--- src/rtl/uart_pkg.sv ---
// Shared definitions for the beacon/echo UART front end.
// Holds the controller state encoding and the byte width.
package uart_pkg;

  localparam int BYTE_W = 8;

  typedef enum logic [1:0] {
    IDLE,
    SEND,
    WAIT,
    ECHO
  } state_t;

endpackage

--- src/rtl/uart_beacon_echo_if.sv ---
// Byte streams between the controller and the UART rx/tx pair.
// master = controller side, slave = UART side.
interface uart_beacon_echo_if;
  import uart_pkg::*;

  logic [BYTE_W-1:0] tx_data;
  logic              tx_data_valid;
  logic              tx_data_ready;
  logic [BYTE_W-1:0] rx_data;
  logic              rx_data_valid;

  modport master (
    output tx_data,
    output tx_data_valid,
    input  tx_data_ready,
    input  rx_data,
    input  rx_data_valid
  );

  modport slave (
    input  tx_data,
    input  tx_data_valid,
    output tx_data_ready,
    output rx_data,
    output rx_data_valid
  );

endinterface

--- src/rtl/sync_fifo.sv ---
// Single-clock FIFO with show-ahead read data.
// Pointers carry one extra bit so full and empty differ.
module sync_fifo #(
  parameter int WIDTH = 8,
  parameter int DEPTH = 16
) (
  input  logic                     clk,
  input  logic                     rst,
  input  logic                     push,
  input  logic                     pop,
  input  logic [WIDTH-1:0]         wdata,
  output logic [WIDTH-1:0]         rdata,
  output logic                     full,
  output logic                     empty,
  output logic [$clog2(DEPTH):0]   count
);

  localparam int AW = $clog2(DEPTH);

  logic [WIDTH-1:0] mem [DEPTH];
  logic [AW:0]      wr_ptr;
  logic [AW:0]      rd_ptr;
  logic             wr_en;
  logic             rd_en;

  // a pop in the same cycle frees the slot a full-FIFO push needs
  assign rd_en = pop && !empty;
  assign wr_en = push && (!full || rd_en);

  assign count = wr_ptr - rd_ptr;
  assign empty = (wr_ptr == rd_ptr);
  assign full  = (count == (AW+1)'(DEPTH));
  assign rdata = mem[rd_ptr[AW-1:0]];

  always_ff @(posedge clk) begin
    if (wr_en) mem[wr_ptr[AW-1:0]] <= wdata;
  end

  always_ff @(posedge clk) begin
    if (rst) begin
      wr_ptr <= '0;
      rd_ptr <= '0;
    end else begin
      if (wr_en) wr_ptr <= wr_ptr + 1'b1;
      if (rd_en) rd_ptr <= rd_ptr + 1'b1;
    end
  end

endmodule

--- src/rtl/uart_beacon_echo.sv ---
// Periodic beacon burst sender with an echo path for received bytes.
// Beacon bursts win over echo; rx bytes are buffered in a FIFO.
module uart_beacon_echo
  import uart_pkg::*;
#(
  parameter int MSG_LEN    = 13,
  parameter int PERIOD_CYC = 50000000,
  parameter int FIFO_DEPTH = 16,
  parameter int ECHO_EN    = 1
) (
  input  logic                      sys_clk,
  input  logic                      rst,
  input  logic                      enable,
  input  logic [MSG_LEN*BYTE_W-1:0] msg_data,
  uart_beacon_echo_if.master        bus,
  output logic                      busy,
  output logic                      overflow,
  output logic [15:0]               drop_cnt
);

  localparam logic [31:0] LAST_CNT = 32'(PERIOD_CYC - 1);
  localparam logic [7:0]  LAST_IDX = 8'(MSG_LEN - 1);
  localparam int          CW       = $clog2(FIFO_DEPTH) + 1;

  state_t            state, state_n;
  logic [7:0]        idx, idx_n;
  logic [31:0]       cnt, cnt_n;
  logic [BYTE_W-1:0] tx, tx_n;
  logic              vld, vld_n;
  logic              ovf_n;
  logic [15:0]       drop_n;

  logic              xfer;
  logic              push;
  logic              pop;
  logic              full;
  logic              empty;
  logic [BYTE_W-1:0] fdata;
  logic [CW-1:0]     fcount;
  logic              unused_count;

  function automatic logic [BYTE_W-1:0] msg_byte(
    input logic [MSG_LEN*BYTE_W-1:0] msg,
    input logic [7:0]                k
  );
    msg_byte = '0;
    for (int i = 0; i < MSG_LEN; i++)
      if (k == 8'(i)) msg_byte = msg[i*BYTE_W +: BYTE_W];
  endfunction

  assign xfer = vld && bus.tx_data_ready;
  assign push = (ECHO_EN != 0) && bus.rx_data_valid;
  assign unused_count = ^fcount;

  sync_fifo #(
    .WIDTH (BYTE_W),
    .DEPTH (FIFO_DEPTH)
  ) u_fifo (
    .clk   (sys_clk),
    .rst   (rst),
    .push  (push),
    .pop   (pop),
    .wdata (bus.rx_data),
    .rdata (fdata),
    .full  (full),
    .empty (empty),
    .count (fcount)
  );

  always_comb begin
    state_n = state;
    idx_n   = idx;
    cnt_n   = cnt;
    tx_n    = tx;
    vld_n   = vld;
    pop     = 1'b0;
    ovf_n   = overflow;
    drop_n  = drop_cnt;
    unique case (state)
      IDLE: state_n = WAIT;
      SEND: begin
        if (xfer) begin
          if (idx == LAST_IDX) begin
            idx_n   = '0;
            cnt_n   = '0;
            vld_n   = 1'b0;
            state_n = WAIT;
          end else begin
            idx_n = idx + 8'd1;
            tx_n  = msg_byte(msg_data, idx_n);
          end
        end
      end
      WAIT: begin
        if (cnt != LAST_CNT) cnt_n = cnt + 32'd1;
        if (cnt == LAST_CNT && enable) begin
          idx_n   = '0;
          tx_n    = msg_byte(msg_data, 8'd0);
          vld_n   = 1'b1;
          state_n = SEND;
        end else if (!empty) begin
          pop     = 1'b1;
          tx_n    = fdata;
          vld_n   = 1'b1;
          state_n = ECHO;
        end
      end
      ECHO: begin
        if (cnt != LAST_CNT) cnt_n = cnt + 32'd1;
        if (xfer) begin
          vld_n   = 1'b0;
          state_n = WAIT;
        end
      end
      default: state_n = IDLE;
    endcase
    if (push && full && !pop) begin
      ovf_n = 1'b1;
      if (drop_cnt != 16'hFFFF) drop_n = drop_cnt + 16'd1;
    end
  end

  always_ff @(posedge sys_clk) begin
    if (rst) begin
      state    <= IDLE;
      idx      <= '0;
      cnt      <= '0;
      tx       <= '0;
      vld      <= 1'b0;
      overflow <= 1'b0;
      drop_cnt <= '0;
    end else begin
      state    <= state_n;
      idx      <= idx_n;
      cnt      <= cnt_n;
      tx       <= tx_n;
      vld      <= vld_n;
      overflow <= ovf_n;
      drop_cnt <= drop_n;
    end
  end

  assign bus.tx_data       = tx;
  assign bus.tx_data_valid = vld;
  assign busy              = (state == SEND);

endmodule

--- src/flat_wrapper.sv ---
// flat-port wrapper written by rule: the top's interface ports become plain ports
module uart_beacon_echo_flat import uart_pkg::*;
#(
  parameter int MSG_LEN    = 13,
  parameter int PERIOD_CYC = 50000000,
  parameter int FIFO_DEPTH = 16,
  parameter int ECHO_EN    = 1
)
  (sys_clk, rst, enable, msg_data, busy, overflow, drop_cnt, bus_tx_data, bus_tx_data_valid, bus_tx_data_ready, bus_rx_data, bus_rx_data_valid);
  uart_beacon_echo_if bus_i ();
  input  logic sys_clk;
  input  logic rst;
  input  logic enable;
  input  logic [MSG_LEN*BYTE_W-1:0] msg_data;
  output logic busy;
  output logic overflow;
  output logic [15:0] drop_cnt;
  output wire logic [$bits(bus_i.tx_data)-1:0] bus_tx_data;
  output wire logic [$bits(bus_i.tx_data_valid)-1:0] bus_tx_data_valid;
  input wire logic [$bits(bus_i.tx_data_ready)-1:0] bus_tx_data_ready;
  input wire logic [$bits(bus_i.rx_data)-1:0] bus_rx_data;
  input wire logic [$bits(bus_i.rx_data_valid)-1:0] bus_rx_data_valid;
  assign bus_tx_data = bus_i.tx_data;
  assign bus_tx_data_valid = bus_i.tx_data_valid;
  assign bus_i.tx_data_ready = bus_tx_data_ready;
  assign bus_i.rx_data = bus_rx_data;
  assign bus_i.rx_data_valid = bus_rx_data_valid;
  uart_beacon_echo #(.MSG_LEN(MSG_LEN), .PERIOD_CYC(PERIOD_CYC), .FIFO_DEPTH(FIFO_DEPTH), .ECHO_EN(ECHO_EN)) u_core (.sys_clk(sys_clk), .rst(rst), .enable(enable), .msg_data(msg_data), .bus(bus_i), .busy(busy), .overflow(overflow), .drop_cnt(drop_cnt));
endmodule
--- config.mk ---
export PLATFORM = sky130hd
export DESIGN_NAME = uart_beacon_echo_flat
export DESIGN_NICKNAME = d
export VERILOG_FILES = /design/src/rtl/uart_pkg.sv /design/src/rtl/uart_beacon_echo_if.sv /design/src/rtl/sync_fifo.sv /design/src/rtl/uart_beacon_echo.sv /design/src/flat_wrapper.sv
export SDC_FILE = /design/constraint.sdc
export NUM_CORES = 1
export LEC_CHECK = 0
export ABC_AREA = 1
export CORE_MARGIN = 2
export CORE_UTILIZATION = 56
export DETAILED_ROUTE_END_ITERATION = 8
export PLACE_DENSITY_LB_ADDON = 0.05
export SETUP_SLACK_MARGIN = 0.15
export SLEW_MARGIN = 40
export SYNTH_ARGS = -nofsm -noshare
export SYNTH_HDL_FRONTEND = slang
export SYNTH_SLANG_ARGS = --single-unit
--- constraint.sdc ---
create_clock -name sys_clk -period 2.9 [get_ports sys_clk]
set_clock_uncertainty 0.1 [all_clocks]
set_input_delay 0.725 -clock sys_clk [delete_from_list [all_inputs] [get_ports sys_clk]]
set_output_delay 0.725 -clock sys_clk [all_outputs]
set_load 0.01 [all_outputs]
Word-level counts from Yosys, hierarchy flattened --
Memory sizes are Yosys's and may differ from the RTL's. A register that Yosys moved wholly into a read port is not among the register bits. Cells that the tools add are included.
Word-level totals: flip-flop bits (word level) 78, RAM bits 128, input port bits 117, output and inout bits 27, word-level logic and storage cells 111, memories 1
Memory list:
- u_core.u_fifo.mem | depth 16, width 8, read ports 1, clocked after memory_dff 1, write ports 1, RTL line sync_fifo.sv:20 | logic [WIDTH-1:0] mem [DEPTH];
Cells by class: add/sub/neg operators 6, equal/unequal tests 28, multiplexer cells 45, reduce and logical (&&, ||, !) cells 22
Operators with widths (count):
- 8-bit 2-to-1 mux | 20
- 32-bit 2-to-1 mux | 3
- 32-bit one-hot mux with 2 select lines | 1
- 8-bit by 4-bit == test with 1-bit output, second input constant | 6
- 32-bit by 1-bit adder with 32-bit output, second input constant | 1
- 32-bit by 26-bit == test with 1-bit output, second input constant | 1
- 8-bit by 3-bit == test with 1-bit output, second input constant | 4
- 32-bit by 26-bit != test with 1-bit output, second input constant | 1
- 8-bit one-hot mux with 2 select lines | 2
- 16-bit by 1-bit adder with 16-bit output, second input constant | 1
- 8-bit by 2-bit == test with 1-bit output, second input constant | 2
- 16-bit != test, second input constant | 1
- 4-bit AND reduction | 3
- 5-bit by 1-bit adder with 5-bit output, second input constant | 2
- 1-bit 2-to-1 mux | 10
- 2-bit 2-to-1 mux | 5
- 2-bit by 1-bit != test with 1-bit output, second input constant | 5
- 8-bit by 1-bit adder with 8-bit output, second input constant | 1
- 8-bit by 1-bit == test with 1-bit output, second input constant | 1
- 8-bit logical NOT | 1
- 4-bit 2-to-1 mux | 2
- 2-bit one-hot mux with 4 select lines | 1
- 1-bit logical AND | 6
- 5-bit == test | 1
- other kinds (16) | 20

Logic depth before layout (Yosys ltp) --
word-level depth 18, depth in mapped cells 25, gate-level depth less buffers 24

By module --
A second synthesis with hierarchy kept.
Unflattened totals: cell total of the unflattened synthesis 1380, area total of the unflattened synthesis 11456.0 um^2
Modules (own cells, without submodules):
- sync_fifo | times used 1, cells each 479, area each 6072.1 um^2, sequential area each 4124.0 um^2
- uart_beacon_echo | times used 1, cells each 901, area each 5383.9 um^2, sequential area each 1361.3 um^2

Least setup slack after synthesis --
OpenSTA, ideal clock, no wires.
path kind register to register, from register u_core.u_fifo.rd_ptr[1], to register u_core.drop_cnt[14], library setup time 0.117 ns, arrival time 2.418 ns, data required time 2.683 ns, path slack 0.265 ns, stages on the path, launching flop included 15, path buffers 0, clock period less this slack 2.635 ns, path through dfxtp_1 > inv_1 > ha_1 > a21oi_1 > o21bai_1 > a21o_1 > xor2_1 > nor4_1 > nand3_2 > a21oi_4 > inv_4 > nor2_2 > nand3_1 > o21ai_1 > a21oi_1
On the way: longest elaborated chain between the ends 7, elaborated cells on any way between the ends 10, classes of those cells add/sub (1); eq/ne (2); mux (3); reduce/logical (4)
RTL lines:
- start, declared | RTL line sync_fifo.sv:22 | logic [AW:0] rd_ptr;
- start signal, assigned | RTL line sync_fifo.sv:45 | if (rd_en) rd_ptr <= rd_ptr + 1'b1;
- branches (longest 5 deep; another with 5-bit subtractor)
- 1-bit logical AND (*) | RTL line uart_beacon_echo.sv:117 | if (push && full && !pop) begin
- 2-bit AND reduction (no source line) (*)
- end signal, assigned | RTL line uart_beacon_echo.sv:139 | drop_cnt <= drop_n;
- end, declared | RTL line uart_beacon_echo.sv:18 | output logic [15:0] drop_cnt
Every way passes the cells marked *. A chain may end at the register's enable or synchronous reset.

Worst setup path in the final report --
from register u_core.cnt[19], to register u_core.tx[2], in the netlist u_core.bus.tx_data[2]
On the way: longest elaborated chain between the ends 4, elaborated cells on any way between the ends 6, classes of those cells eq/ne (2); mux (2); reduce/logical (2)
RTL lines:
- start, declared | RTL line uart_beacon_echo.sv:27 | logic [31:0] cnt, cnt_n;
- start signal, assigned | RTL line uart_beacon_echo.sv:135 | cnt <= cnt_n;
- 32-bit by 26-bit == test with 1-bit output (*) | RTL line uart_beacon_echo.sv:96 | if (cnt == LAST_CNT && enable) begin
- 1-bit logical AND (*) | RTL line uart_beacon_echo.sv:96
- 3-bit != test (no source line) / 8-bit 2-to-1 mux (equally long branches)
- 4-bit AND reduction (no source line) / 8-bit one-hot mux with 2 select lines (equally long branches)
- end signal, assigned | RTL line uart_beacon_echo.sv:136 | tx <= tx_n;
- end, declared | RTL line uart_beacon_echo.sv:28 | logic [BYTE_W-1:0] tx, tx_n;
Every way passes the cells marked *; elsewhere a longest branch is shown, timed or not.

==> reports/metrics.cfg <==
[die]
die_y_um = 142
die_w_um = 142
num_io_pins = 144
rows = 50
start_util = 0.572
dieArea_um2 = 20300
core-area_um2 = 18800

[finish]
multi_input_area_um2 = 5090
area_growth_pct = 36.9
nets = 1640
final_common_cell = nand2_1
most-common-layout-cells = nand2_1 (203), clkdlybuf4s50_1 (143), a21oi_1 (128), edfxtp_1 (128), inv_1 (119)
n_antenna_cell = 0
drive_above_1_share = 0.205
regArea_um2 = 5500
final-instance-count-excl-fill = 1758
fillers = 1279

[global_routing]
gr-total-overflow = 0
antenna_found_initial = 0
grt_pass1_wl_um = 45600
grt_pass1_vias = 9383
track_usage = 0.281
grt_max_degree = 67

[detailed_routing]
first_pass_iters = 7
avgViaCountPerCell = 5.63
routedWlPerCell_um = 17.4
drc_errors = 0
ant_nets = 0
first_iter_violations = 870
vias = 9904
drt_wl_total_um = 30600

[synthesis]
ys_types = 48
ys_seq_elements = 210
synth-main-ff-cell = edfxtp_1
synth_area_per_cell_um2 = 8.56
async_flop_share = 0
syn_nets = 1386
ys_seq_area_frac = 0.511
synthesis.area_um2 = 10700
syn_inst = 1254
synth_top_cell_by_area = edfxtp_1
synthTopCellsByArea = edfxtp_1 (36%), dfxtp_1 (15%), nand2_1 (7.9%)
yosysTopAreaCellShare = 0.358
yosys_warnings = 0
synth_enable_flop_cells = 128

[pwr]
power.total_uw = 8310
leakage_uw = 0.00562
vdd_drop_max_mv = 0.502
pwr_density_cell_nw_per_um2 = 565

[worst_setup_path]
worst_path_dominant_cell_family = simple AND/OR/NAND/NOR gates
max_stage_delay_ps = 360
worst-path-max-fanout = 8
startpoint_type = flop
crit_slowest_cell = nor4_4
crit_required_ps = 3190
critPathCaptureType = flop
crit_chain = inv_2 -> nor2_1 -> nand3_1 -> nor2_2 -> nand3_2 -> nor4_4 -> nand2_2 -> nand2_4 -> buf_6 -> inv_1 -> nand2_1 -> nand2_2 -> nor2_4 -> nor2_2 -> buf_6 -> a221oi_1 -> a21oi_2
cp.buffers_inverters = 4
worstSetupPathType = flop to flop
r2r-start = u_core.cnt[19]
crit_arrival_ps = 3110
cp-startpoint = u_core.cnt[19]
r2r_slack_ps = 80

[placement]
placedCellCount = 1685
dp_hpwl_um = 20500
gp_congestion = 0.917
io_buffers = 143

[timing]
hold_viol_final = 0
max_slew_margin = 0.493
setup_viol = 0
rsz0062_at_grt = true
max_freq_mhz = 354
maxSlewViolCount = 0
min_period_ps = 2820
tightest_slew_ps = 758
timing.final.crit_share = 0.974

[clocking]
cts.sinks = 210
cts-root-buf = clkbuf_16
h-tree-depth = 1
clk-insertion-delay-late_ps = 510
numCtsBuffers = 22
cts_max_path_buffers = 3
cts_tree = done
cts.reportedPaths.clkPinSlew_ps = 60
cts_hold_buf = 0

[min_path]
hold_start = u_core.overflow
hp-class = flop to flop

[job]
cap_violations = 0

[outcome]
status = complete, no violations

==> worst register-to-register path, delay by kind of cell, from the launching register on <==
kind                   cells  cell delay (ps)
flip-flops                 1              330
AND/OR/NAND/NOR           11             1520
AO/OA/AOI/OAI              2              400
buffers and inverters      4              380
==> registers in the layout, summed over array words and instances, names as in the netlist, named ones only <==
name,count
u_core.bus.tx_data,8
u_core.bus.tx_data_valid,1
u_core.cnt,32
u_core.drop_cnt,16
u_core.idx,8
u_core.overflow,1
u_core.state,2
u_core.u_fifo.mem,128
u_core.u_fifo.rd_ptr,5
u_core.u_fifo.wr_ptr,5
==> what timing repair did <==
item	in CTS	in global routing
gates resized for setup	39	136
endpoints found under the hold margin	0	0
setup buffers	11	20
cloned	0	1
setup endpoints to repair	148	173
pin swaps	8	50
==> cells in the mapped netlist, types with 4 or more instances <==
master	instances
a221oi_1	8
edfxtp_1	128
buf_2	6
dfxtp_1	82
nor3b_1	4
nand4_1	26
nand2_1	227
ha_1	15
inv_2	13
inv_1	130
xor2_1	9
o211ai_1	14
nor2_1	118
nor3_1	28
nand3_1	51
o21ai_1	10
a21oi_1	135
a211oi_1	6
nor3_4	4
nor4_1	18
or2_1	4
nor3_2	10
nor2_2	9
o21ai_0	101
clkbuf_1	29
mux2i_1	32
==> power breakdown <==
group | leakage, uW | internal, uW | switching, uW
clock | 0.000347 | 1670 | 1140
combinational | 0.00345 | 899 | 1210
sequential | 0.00183 | 3300 | 95.3
==> logic make-up (layout without fill, tap and decap cells) <==
logic type | Yosys count | count (layout) | synth area share
simple gates | 513 | 513 | 0.221
compound gates | 284 | 284 | 0.143
flops | 210 | 210 | 0.511
buf+inv | 188 | 458 | 0.0685
mux | 32 | 32 | 0.0298
fa+ha+maj | 15 | 15 | 0.0175
xor+xnor | 12 | 12 | 0.00979
==> path summary, 6_finish.rpt <==
kind | endpoint | cells past startpoint
setup reg to reg | u_core.bus.tx_data[2] | 17
hold reg to reg | u_core.overflow | 2
hold / removal | u_core.overflow | 2
setup / recovery | u_core.bus.tx_data[2] | 17
==> final cells by class <==
cell class / instances / share of cell area
flip-flops and latches: 210 / 0.374
multi-input cells: 856 / 0.346
repair buffers: 270 / 0.171
inverters: 147 / 0.0387
clock buffers: 26 / 0.0385
well taps: 234 / 0.0199
clock inverters: 14 / 0.0106
repair inverters: 1 / 0.000511
==> metrics by stage <==
step	util	worst slack, ps	hold slack [ps]	TNS (ps)	instance area [um^2]
after floorplan	-	265	350	0	10700
after global routing	0.783	-119	392	-915	14700
final	0.783	76.7	366	0	14700
after CTS	0.746	13.3	367	0	14000
after detailed placement	0.695	-216	355	-15940	13000
after global placement	0.695	-158	354	-7500	13000
==> layer usage <==
| layer | track usage | vias up | wire length, um |
|---|---|---|---|
| met2 | 0.490 | 365 | 14800 |
| met1 | 0.366 | 4639 | 12700 |
| met5 | 0 | - | 0 |
| met3 | 0.0410 | 70 | 2250 |
| met4 | 0.0787 | 0 | 829 |
| li1 | - | 4830 | - |
Note: power is estimated with default switching activity, not from simulation.
